--- config.mk ---
export PLATFORM = sky130hd
export DESIGN_NAME = clock_ctrl
export DESIGN_NICKNAME = d
export VERILOG_FILES = /design/src/rtl/clock_ctrl.sv
export SDC_FILE = /design/constraint.sdc
export NUM_CORES = 1
export LEC_CHECK = 0
export CORE_UTILIZATION = 30
export DETAILED_ROUTE_END_ITERATION = 8
export GPL_TIMING_DRIVEN = 1
export PLACE_DENSITY = 0.45
export SKIP_LAST_GASP = 1
export SYNTH_ARGS = -nofsm -noshare
export SYNTH_HDL_FRONTEND = slang
export SYNTH_SLANG_ARGS = --single-unit
--- constraint.sdc ---
create_clock -name clk -period 1.95 [get_ports clk]
set_input_delay 0.39 -clock clk [delete_from_list [all_inputs] [get_ports clk]]
set_output_delay 0.39 -clock clk [all_outputs]
set_load 0.02 [all_outputs]
--- src/rtl/clock_ctrl.sv ---
// rtl/clock_ctrl.sv - mode/time-set controller and 1 Hz timebase for the clock datapath
// Optional macro AUTO_REPEAT_EN adds held-button auto-repeat of the set increment.
module clock_ctrl #(
    parameter int TICK_DIV = 50_000_000,
    parameter int RPT_DLY  = 25_000_000,
    parameter int RPT_DIV  = 5_000_000
) (
    input  logic       clk,
    input  logic       rst,
    input  logic       btn_mode,
    input  logic       btn_set,
    input  logic       sec_carry,
    input  logic       min_carry,
    output logic       sec_en,
    output logic       sec_clr,
    output logic       min_en,
    output logic       hour_en,
    output logic [1:0] mode,
    output logic       blink
);
    typedef enum logic [1:0] {
        MODE_RUN      = 2'd0,
        MODE_SET_HOUR = 2'd1,
        MODE_SET_MIN  = 2'd2,
        MODE_BAD      = 2'd3
    } mode_e;

    localparam int DW = (TICK_DIV > 2) ? $clog2(TICK_DIV) : 1;
    localparam logic [DW-1:0] DIV_LAST = DW'(TICK_DIV - 1);
    localparam logic [DW-1:0] DIV_HALF = DW'(TICK_DIV / 2 - 1);

    generate
        if (TICK_DIV < 4 || (TICK_DIV % 2) != 0 || RPT_DLY < 1 || RPT_DIV < 1) begin : g_bad_cfg
            $error("clock_ctrl: invalid parameters");
        end
    endgenerate

    mode_e         mode_q, mode_d;
    logic [DW-1:0] div_q, div_d;
    logic          blink_q, blink_d;
    logic          btn_mode_q, btn_set_q;
    logic          press_mode, press_set;
    logic          tick, half, run, run_next, rpt, inc;

    // History regs reset high so a button held through reset is not seen as a press.
    always_ff @(posedge clk) begin
        if (rst) begin
            mode_q     <= MODE_RUN;
            div_q      <= '0;
            blink_q    <= 1'b0;
            btn_mode_q <= 1'b1;
            btn_set_q  <= 1'b1;
        end else begin
            mode_q     <= mode_d;
            div_q      <= div_d;
            blink_q    <= blink_d;
            btn_mode_q <= btn_mode;
            btn_set_q  <= btn_set;
        end
    end

    assign press_mode = btn_mode & ~btn_mode_q;
    assign press_set  = btn_set & ~btn_set_q;
    assign tick       = (div_q == DIV_LAST);
    assign half       = (div_q == DIV_HALF);
    assign run        = (mode_q != MODE_SET_HOUR) && (mode_q != MODE_SET_MIN);
    assign inc        = (press_set | rpt) & ~press_mode;

    always_comb begin
        mode_d = MODE_RUN;
        case (mode_q)
            MODE_RUN:      mode_d = press_mode ? MODE_SET_HOUR : MODE_RUN;
            MODE_SET_HOUR: mode_d = press_mode ? MODE_SET_MIN  : MODE_SET_HOUR;
            MODE_SET_MIN:  mode_d = press_mode ? MODE_RUN      : MODE_SET_MIN;
            default:       mode_d = MODE_RUN;
        endcase
    end

    assign run_next = (mode_d == MODE_RUN);

    // Leaving SET_MIN restarts the timebase so the first second after setting is full length.
    always_comb begin
        div_d = div_q + DW'(1);
        if ((mode_q == MODE_SET_MIN && press_mode) || tick) begin
            div_d = '0;
        end
    end

    always_comb begin
        blink_d = blink_q;
        if (run_next) begin
            blink_d = 1'b0;
        end else if (!run && (tick || half)) begin
            blink_d = ~blink_q;
        end
    end

`ifdef AUTO_REPEAT_EN
    localparam int RPT_MAX = (RPT_DLY > RPT_DIV) ? RPT_DLY : RPT_DIV;
    localparam int HW      = $clog2(RPT_MAX + 1);

    logic [HW-1:0] hold_q, hold_d, hold_target;
    logic          rpt_phase_q, rpt_phase_d;
    logic          hold_active;

    always_ff @(posedge clk) begin
        if (rst) begin
            hold_q      <= '0;
            rpt_phase_q <= 1'b0;
        end else begin
            hold_q      <= hold_d;
            rpt_phase_q <= rpt_phase_d;
        end
    end

    // hold_q == 0 means idle; it only arms on a genuine press inside a SET mode.
    always_comb begin
        hold_active = btn_set & ~run & ~press_mode;
        hold_target = rpt_phase_q ? HW'(RPT_DIV) : HW'(RPT_DLY);
        hold_d      = hold_q;
        rpt_phase_d = rpt_phase_q;
        rpt         = 1'b0;
        if (!hold_active) begin
            hold_d      = '0;
            rpt_phase_d = 1'b0;
        end else if (press_set) begin
            hold_d      = HW'(1);
            rpt_phase_d = 1'b0;
        end else if (hold_q != '0) begin
            if (hold_q == hold_target) begin
                rpt         = 1'b1;
                hold_d      = HW'(1);
                rpt_phase_d = 1'b1;
            end else begin
                hold_d = hold_q + HW'(1);
            end
        end
    end
`else
    assign rpt = 1'b0;
`endif

    assign sec_en  = tick & run;
    assign sec_clr = ~run;
    assign min_en  = run ? sec_carry : ((mode_q == MODE_SET_MIN) & inc);
    assign hour_en = run ? min_carry : ((mode_q == MODE_SET_HOUR) & inc);
    assign mode    = mode_q;
    assign blink   = blink_q;

endmodule

==> flow_summary.ini <==
[hold_path]
worstHoldEndpoint = div_q[0]$_SDFF_PP0_
hold_path.class = flip-flop to flip-flop
hold_start = div_q[0]$_SDFF_PP0_
hold_path_depth = 1

[worst_setup_path]
end_kind = output pin
worst_ep_required_time_ns = 1.56
critPathMaxStageDelay_ns = 0.33
crit_type = flip-flop to output pin
cp-start-kind = flip-flop
cp_slowest_cell = dfxtp_1
crit_chain = nor4bb_2 -> and4_1 -> nand3_2 -> nor2_2 -> buf_6
critPathArrivalTime_ns = 1.52
r2r-start = div_q[15]$_SDFF_PP0_
rrSetupSlack_ns = 0.10
r2r_cells = 6
critical_path.max_fanout = 2
r2r-end = blink$_SDFFE_PP0P_

[floorplan]
die_width_um = 73.28
num_rows = 25
start_util = 0.3164
ios = 13
core_area_um2 = 4817
die-area_um2 = 5369
chipHeight_um = 73.28

[global_route]
grt-ovfl-total = 0
grt_use_total = 0.1436
grt_pass1_wl_mm = 5.865
antenna_found_initial = 0
grt_max_degree = 17
grt_pass1_vias = 1312

[route]
first_iter_violations = 35
via_per_inst = 4.599
vias = 1329
wl_per_cell_um = 12.02
wl_mm = 3.474
drc = 0
ant_nets = 0
first_pass_iters = 4

[logic_synthesis]
yosys.cell_types.count = 35
yosys.area.top_type = dfxtp_1
ys.flop_type = dfxtp_1
synth-seq-cells = 31
synthArstFlopShare = 0
synth_commonest_cells = dfxtp_1 (31), nor2_1 (26), xor2_1 (22)
synth.most_common_cell = dfxtp_1
synth-edff-count = 0
yosysSeqAreaShare = 0.4072
yosys-top-cells-area = dfxtp_1 (41%), xor2_1 (13%), nor2_1 (6.4%), nand4_1 (4.5%), ha_1 (4.1%)
syn-num-nets = 182
synthCells = 171
yosys.area.top_type_share = 0.4072
synth_area_um2 = 1524
synth-warning-count = 0
syn_area_per_cell_um2 = 8.912

[timing]
tightest_slew_ns = 0.3416
clock_skew_ns = 0.004424
drv_slew = 0
grt_setup_unrepaired = yes
relSlewSlack = 0.7723
finalCriticalPeriod_ns = 1.906
hold_violations = 0
period_share = 0.9776
fmax_mhz = 524.6
setup_violations = 0
tns_ns = 0

[clock_network]
clockBufferDepth = 2
clkTransAtPathRegs_ns = 0.06
insertion_delay_ns = 0.28
cts_sinks = 31
h-tree-depth = 2
cts_tree = done
numCtsBuffers = 5
root_buffer = clkbuf_8
holdBufCountCts = 0

[power]
p_leak_nw = 0.8777
p_per_area_nw_per_um2 = 613.1
finalPower_mw = 1.295
irDropWorstVdd_uv = 241.6

[final_layout]
fillCellCount = 511
final_layout_size_suffix_gt1_frac = 0.2928
syn2layout_area_growth_pct = 38.59
layout.nets = 232
antenna_cells = 0

[placement]
gp_congestion = 0.7961
dpl.hpwl_mm = 2.544
port_buffers = 12

[status]
status = finished, final reports clean

[job]
cap_violations = 0
[routing by layer]
layer,track usage,share of wire
met2,0.2500,0.47
met3,0.04115,0.040
met4,0.05229,0.010
met1,0.1667,0.48
met5,0,0
[final cells by class]
type | instances | area [um^2] | area share
clock buffers | 8 | 100.1 | 0.04739
inverters | 4 | 15.01 | 0.007109
multi-input cells | 129 | 877.1 | 0.4153
flip-flops and latches | 31 | 621.8 | 0.2944
well taps | 67 | 83.83 | 0.03969
repair buffers | 50 | 414.1 | 0.1961
[flip-flops by register name, summed over array words and instances, names as in the netlist]
register    cells
div_q          26
mode            2
blink           1
btn_mode_q      1
btn_set_q       1
[repair_timing]
action / 4_1_cts / 5_1_grt
buffers inserted: 0 / 1
setup endpoints to repair: 4 / 4
resized for setup: 8 / 14
pin swaps: 0 / 4
[metrics by stage]
step / instance area, um^2 / instances / util / hold WS [ns] / setup WS (ns)
after floorplan: 1524 / 171 / - / 0.4129 / -0.0009537
after global placement: 1973 / 280 / 0.4096 / 0.4276 / -0.2577
after detailed placement: 1973 / 280 / 0.4096 / 0.4452 / -0.2681
after CTS: 2073 / 288 / 0.4304 / 0.4597 / -0.1567
after global routing: 2112 / 289 / 0.4384 / 0.4832 / -0.02542
final: 2112 / 289 / 0.4384 / 0.4534 / 0.04376
[kinds of logic (layout without fill, tap and decap cells)]
kind of cell,after synthesis,after routing,synth area share
muxes,1,1,0.006568
buffers and inverters,11,62,0.03940
AOI/OAI and AO/OA,8,8,0.03038
DFF,31,31,0.4072
xor gates and xnor gates,24,24,0.1379
and+or+nand+nor,91,91,0.3374
adders and majority gates,5,5,0.04105
[worst max-delay path: cells and delay by family, from the launching register on]
family	cells	cell delay [ns]
flops	1	0.33
simple gates	4	0.78
buf+inv	1	0.12
[worst max-delay path by stage]
stage                    startpoint      to  cells after the start
6_report       div_q[19]$_SDFF_PP0_  sec_en                      5
5_1_grt        div_q[19]$_SDFF_PP0_  sec_en                      5
4_1_cts        div_q[25]$_SDFF_PP0_  sec_en                      5
3_5_place_dp                btn_set  min_en                      5
3_3_place_gp                btn_set  min_en                      5
2_1_floorplan    mode[0]$_SDFF_PP0_  min_en                      4
[power breakdown]
| group | switching, mW | internal, mW | total, mW |
|---|---|---|---|
| combinational | 0.0474 | 0.0480 | 0.0954 |
| sequential | 0.00479 | 0.642 | 0.647 |
| clock | 0.231 | 0.322 | 0.553 |
[layout by cell type, fill, tap and decap left out, types with 2 or more instances in the layout]
cell type / instances
a21oi_1: 3
and2_1: 4
and3_1: 4
and3_2: 4
and4_1: 6
buf_4: 37
clkbuf_8: 7
clkdlybuf4s50_1: 8
dfxtp_1: 30
ha_1: 4
inv_1: 4
nand2_1: 13
nand3_1: 7
nand4_1: 11
nor2_1: 25
or2_2: 2
xnor2_1: 2
xor2_1: 22
Power figures use the tool's default switching activity.
